$ cat config.mk
export PLATFORM = sky130hd
export DESIGN_NAME = debounced_down_counter_flat
export DESIGN_NICKNAME = d
export VERILOG_FILES = /design/src/rtl/debounced_down_counter_pkg.sv /design/src/rtl/debounced_down_counter_if.sv /design/src/rtl/debounced_down_counter_button_debouncer.sv /design/src/rtl/debounced_down_counter.sv /design/src/flat_wrapper.sv
export SDC_FILE = /design/constraint.sdc
export NUM_CORES = 1
export LEC_CHECK = 0
export ABC_AREA = 1
export BUFFER_PORTS_ARGS = -buffer_cell sky130_fd_sc_hd__buf_4
export CORE_MARGIN = 2
export CORE_UTILIZATION = 55
export CTS_CLUSTER_SIZE = 8
export DETAILED_ROUTE_END_ITERATION = 12
export PLACE_DENSITY = 0.82
export SKIP_CTS_REPAIR_TIMING = 1
export SLEW_MARGIN = 30
export SYNTH_ARGS = -nofsm -noshare
export SYNTH_HDL_FRONTEND = slang
export SYNTH_SLANG_ARGS = --single-unit
$ cat constraint.sdc
create_clock -name clk -period 4 [get_ports clk]
set_input_delay 0.2 -clock clk [delete_from_list [all_inputs] [get_ports clk]]
set_output_delay 0.2 -clock clk [all_outputs]
set_load 0.01 [all_outputs]
$ cat src/rtl/debounced_down_counter_pkg.sv
// ============================================================================
// counter_pkg: shared types and helpers for the debounced down counter.
// Revision: 1.0
// ============================================================================
`timescale 1ns/1ps
`default_nettype none

package counter_pkg;

  typedef enum logic [1:0] {
    IDLE         = 2'd0,
    PRESS_WAIT   = 2'd1,
    HELD         = 2'd2,
    RELEASE_WAIT = 2'd3
  } deb_state_t;

  localparam int SYNC_STAGES = 2;

  // Out-of-range load values saturate at the top of the count range.
  function automatic logic [31:0] clamp_load(input logic [31:0] value,
                                             input logic [31:0] modulus);
    logic [31:0] result;
    result = (value >= modulus) ? (modulus - 32'd1) : value;
    return result;
  endfunction

endpackage

`default_nettype wire

$ cat src/rtl/debounced_down_counter_if.sv
// ============================================================================
// debounced_down_counter_if: button, load and count signals of the counter.
// Revision: 1.0
// ============================================================================
`timescale 1ns/1ps
`default_nettype none

interface debounced_down_counter_if #(
  parameter int WIDTH = 3
);
  logic             step_btn;
  logic             load;
  logic [WIDTH-1:0] load_value;
  logic [WIDTH-1:0] count;
  logic             borrow;
  logic             zero;
  logic             step_pulse;

  modport master (
    output step_btn, load, load_value,
    input  count, borrow, zero, step_pulse
  );

  modport slave (
    input  step_btn, load, load_value,
    output count, borrow, zero, step_pulse
  );
endinterface

`default_nettype wire

$ cat src/rtl/debounced_down_counter_button_debouncer.sv
// ============================================================================
// button_debouncer: synchroniser plus debounce FSM, one pulse per clean press.
// Revision: 1.0
// ============================================================================
`timescale 1ns/1ps
`default_nettype none

module button_debouncer
  import counter_pkg::*;
#(
  parameter int DEBOUNCE_CYCLES = 1000000
) (
  input  logic clk,
  input  logic reset,
  input  logic btn_raw,
  output logic btn_level,
  output logic step_pulse
);

  localparam int STAB_W = (DEBOUNCE_CYCLES > 1) ? $clog2(DEBOUNCE_CYCLES) : 1;
  localparam logic [STAB_W-1:0] STAB_LAST = STAB_W'(DEBOUNCE_CYCLES - 1);

  logic [SYNC_STAGES-1:0] sync_q, sync_d;
  deb_state_t             state_q, state_d;
  logic [STAB_W-1:0]      stab_q, stab_d;
  logic                   btn_s;

  assign btn_s = sync_q[SYNC_STAGES-1];

  always_ff @(posedge clk or negedge reset) begin
    if (!reset) begin
      sync_q  <= '0;
      state_q <= IDLE;
      stab_q  <= '0;
    end else begin
      sync_q  <= sync_d;
      state_q <= state_d;
      stab_q  <= stab_d;
    end
  end

  always_comb begin
    sync_d     = {sync_q[SYNC_STAGES-2:0], btn_raw};
    state_d    = state_q;
    stab_d     = stab_q;
    step_pulse = 1'b0;
    btn_level  = (state_q == HELD) || (state_q == RELEASE_WAIT);

    case (state_q)
      IDLE: begin
        if (btn_s) begin
          state_d = PRESS_WAIT;
          stab_d  = '0;
        end
      end
      PRESS_WAIT: begin
        if (!btn_s) begin
          state_d = IDLE;
          stab_d  = '0;
        end else if (stab_q == STAB_LAST) begin
          state_d    = HELD;
          stab_d     = '0;
          step_pulse = 1'b1;
        end else begin
          stab_d = stab_q + 1'b1;
        end
      end
      HELD: begin
        if (!btn_s) begin
          state_d = RELEASE_WAIT;
          stab_d  = '0;
        end
      end
      RELEASE_WAIT: begin
        if (btn_s) begin
          state_d = HELD;
          stab_d  = '0;
        end else if (stab_q == STAB_LAST) begin
          state_d = IDLE;
          stab_d  = '0;
        end else begin
          stab_d = stab_q + 1'b1;
        end
      end
      default: begin
        state_d = IDLE;
        stab_d  = '0;
      end
    endcase
  end

endmodule

`default_nettype wire

$ cat src/rtl/debounced_down_counter.sv
// ============================================================================
// debounced_down_counter: loadable modulo-N down counter stepped by a button.
// Revision: 1.0
// ============================================================================
`timescale 1ns/1ps
`default_nettype none

module debounced_down_counter
  import counter_pkg::*;
#(
  parameter int WIDTH           = 3,
  parameter int MODULUS         = 8,
  parameter int DEBOUNCE_CYCLES = 1000000
) (
  input  logic                      clk,
  input  logic                      reset,
  debounced_down_counter_if.slave   bus
);

  localparam logic [WIDTH-1:0] TOP_VAL = WIDTH'(MODULUS - 1);

  logic [WIDTH-1:0] count_q, count_d;
  logic             borrow_q, borrow_d;
  logic             step_pulse;

  button_debouncer #(
    .DEBOUNCE_CYCLES (DEBOUNCE_CYCLES)
  ) u_debouncer (
    .clk        (clk),
    .reset      (reset),
    .btn_raw    (bus.step_btn),
    .btn_level  (),
    .step_pulse (step_pulse)
  );

  always_ff @(posedge clk or negedge reset) begin
    if (!reset) begin
      count_q  <= TOP_VAL;
      borrow_q <= 1'b0;
    end else begin
      count_q  <= count_d;
      borrow_q <= borrow_d;
    end
  end

  // Load wins over a coincident step; the step is simply lost.
  always_comb begin
    count_d  = count_q;
    borrow_d = 1'b0;
    if (bus.load) begin
      count_d = WIDTH'(clamp_load(32'(bus.load_value), 32'(MODULUS)));
    end else if (step_pulse) begin
      if (count_q == '0) begin
        count_d  = TOP_VAL;
        borrow_d = 1'b1;
      end else begin
        count_d = count_q - WIDTH'(1);
      end
    end
  end

  assign bus.count      = count_q;
  assign bus.borrow     = borrow_q;
  assign bus.zero       = (count_q == '0);
  assign bus.step_pulse = step_pulse;

endmodule

`default_nettype wire

$ cat src/flat_wrapper.sv
// flat-port wrapper written by rule: the top's interface ports become plain ports
module debounced_down_counter_flat import counter_pkg::*;
#(
  parameter int WIDTH           = 3,
  parameter int MODULUS         = 8,
  parameter int DEBOUNCE_CYCLES = 1000000
)
  (clk, reset, bus_step_btn, bus_load, bus_load_value, bus_count, bus_borrow, bus_zero, bus_step_pulse);
  debounced_down_counter_if #(.WIDTH(WIDTH)) bus_i ();
  input  logic clk;
  input  logic reset;
  input wire logic [$bits(bus_i.step_btn)-1:0] bus_step_btn;
  input wire logic [$bits(bus_i.load)-1:0] bus_load;
  input wire logic [$bits(bus_i.load_value)-1:0] bus_load_value;
  output wire logic [$bits(bus_i.count)-1:0] bus_count;
  output wire logic [$bits(bus_i.borrow)-1:0] bus_borrow;
  output wire logic [$bits(bus_i.zero)-1:0] bus_zero;
  output wire logic [$bits(bus_i.step_pulse)-1:0] bus_step_pulse;
  assign bus_i.step_btn = bus_step_btn;
  assign bus_i.load = bus_load;
  assign bus_i.load_value = bus_load_value;
  assign bus_count = bus_i.count;
  assign bus_borrow = bus_i.borrow;
  assign bus_zero = bus_i.zero;
  assign bus_step_pulse = bus_i.step_pulse;
  debounced_down_counter #(.WIDTH(WIDTH), .MODULUS(MODULUS), .DEBOUNCE_CYCLES(DEBOUNCE_CYCLES)) u_core (.clk(clk), .reset(reset), .bus(bus_i));
endmodule
==> qor.yml <==
start_util_pct: 56.64
fin_crit_sh_pct: 47.00
leakage_uw: 0.0008671
drc: 0
antenna_found_initial: 0
cp.arrival_ps: 1680
outcome: "finished clean"
postSynthAreaPerCell_sq_um: 7.028
cp-startpoint: "u_core.u_debouncer.stab_q[0]"
max-slew-margin-rel_pct: 68.05
final_core_util_pct: 62.56
crit_chain: "ha_1 > nand2_2 > nor2_4 > nand3_1 > nor2_1 > buf_4"
synth_seq_cells: 28
holdWs_ps: 127.0
setup_viol: 0
synth_area_sq_um: 1687
hold_viol: 0
fillers: 271
wl_per_cell_microns: 11.93
max_cap_violations: 0
hp-start: "bus_load"
max_freq_ghz: 0.5319
cts_made_buffers: 3
cts_tree: "built"
synth.distinct_cells: 26
ir_drop_v: 0.0003314
p_seq_share_pct: 47.3
firstDrtPassIters: 4
ant_nets: 0
grt_overflow_total: 0
die_area_sq_um: 3525
clock_skew_ps: 8.322
p_clk_share_pct: 26.1
core-area_sq_um: 2978
area_growth_pct: 10.46
yosysSeqAreaShare_pct: 41.77
place.gp.congestion: 0.8810
track_usage_pct: 22.03
drt-total-wl_microns: 3437
grt_pass1_wl_microns: 5878
hp-class: "input port to flip-flop"
vias_per_cell: 5.160
io_pins: 13
crit_family: "simple AND/OR/NAND/NOR gates"
fin_setup_tns_ps: 0
antennaDiodeCount: 0
crit_path_start_kind: "flip-flop"
ys_top_cells_by_area: "dfrtp_1 37%, nand2_1 19%, nand3_1 6.8%"
synth_cells: 240
crit_type: "flip-flop to output pin"
clkLatencyLatePin_ps: 340
io_buffer_count: 12
worstMarginPinSlew_ps: 478.7
reg2reg_from: "u_core.u_debouncer.stab_q[0]"
switching_share_pct: 34.17
worstPathMaxFanout: 5
path_buf_inv: 1
cp-end-kind: "output pin"
grt_max_degree: 29
synth_fp_nets: 250
p_int_uw: 473.5
die_y_microns: 59.38
cts_buffer_depth: 2
cts-root-buf: "clkbuf_4"
place_hpwl_microns: 2565
slew_violations: 0
grt_pass1_vias: 1318
die_w_microns: 59.38
power.switching_uw: 245.7
synth_top_area_cell: "dfrtp_1"
cpPeakStageDelay_ps: 430
rrSetupSlack_ps: 2330
synth_top_area_share_pct: 37.09
drive_gt1_share_pct: 12.94
rsz0062_at_grt: "false"
p_per_area_nw_per_um2: 386.0
layout_common_cells: "86 x nand2_1, 26 x nor2_1, 25 x dfrtp_1, 23 x inv_1, 23 x nand3_1"
row_count: 20
cts.htree.levels: 1
vias: 1486
ys_warn_count: 0
drt-initial-drc-count: 59
layout.nets: 266
crit_slowest_cell: "dfrtp_1"
mostFrequentLayoutCell: "nand2_1"
worstPathRequired_ps: 3800
cts.sinks: 28
min_period_ps: 1880
comb_power_share_pct: 26.5
clk_pin_slew_ps: 160
## power groups by stage
stage               Sequential [uW]  Combinational, uW  Clock (uW)
detailed placement              345                191           0
CTS                             340                191         192
global route                    346                216         201
finish                          340                191         188
floorplan                       342                151           0
global placement                344                188           0
## worst paths after layout
path,depth (start not counted),endpoint
worst max-delay path,6,bus_step_pulse
worst min-delay path,4,u_core.bus.count[2]
worst max register to register,8,u_core.u_debouncer.stab_q[17]
worst min register to register,0,u_core.u_debouncer.sync_q[1]
max in group asynchronous,2,u_core.bus.count[1]
min in group asynchronous,2,u_core.u_debouncer.state_q[0]
## metrics by stage
stage	area, sq um	worst slack (ps)	total power, uW	instances
floorplan	1687	2605	492.9	240
global placement	1790	2406	532.5	282
detailed placement	1790	2355	535.8	282
CTS	1843	2108	722.8	286
global route	1863	1931	762.7	288
finish	1863	2120	719.2	288
## per-layer routing
metal  global-route usage, %  vias up  share of wire, %
li1                        -      794                 -
met1                   32.68      660                50
met2                   33.91       28                45
met3                   3.493        4               3.4
met4                   4.870        0              0.67
met5                       0        -                 0
## state kept, by name, summed over array words and instances (netlist names), named ones only
register                    cells
u_core.u_debouncer.stab_q      20
u_core.bus.borrow               1
u_core.bus.count                3
u_core.u_debouncer.state_q      1
u_core.u_debouncer.sync_q       2
## synthesized netlist by cell type (all sizes together)
master and number:
nand2 89, o21bai 2, xor2 3, o22ai 6, xnor2 1, nand3 24, inv 26, nor3 2
dfstp 3, a21oi 2, buf 3, ha 3, nor2 31, o21ai 14, nand4 4, dfrtp 25
or2 2
## layout make-up
class                      count  area, sq um  area share [%]
clock inverter                 1        30.03           1.612
timing repair buffer          14        110.1           5.910
tap                           33        41.29           2.216
multi-input combinational    183        857.1           46.00
clock buffer                   3        22.52           1.209
inverter                      26        97.59           5.238
sequential                    28        704.4           37.81
## cells by family (layout without fill, tap and decap cells)
group / Yosys count / after routing / share of synthesized area (%)
adder cells (fa/ha/maj): 3 / 3 / 2.226
flip-flops: 28 / 28 / 41.77
AO/OA/AOI/OAI: 24 / 24 / 8.086
XOR/XNOR: 4 / 4 / 2.078
AND/OR/NAND/NOR: 152 / 152 / 38.43
buffers and inverters: 29 / 44 / 7.418
## tightest hold or removal path, delay by kind of cell
kind,cells,cell delay (ps)
AOI/OAI and AO/OA,1,70
buffers and inverters,1,100
and+or+nand+nor,2,100
No activity file was read; power rests on OpenSTA's default activity.
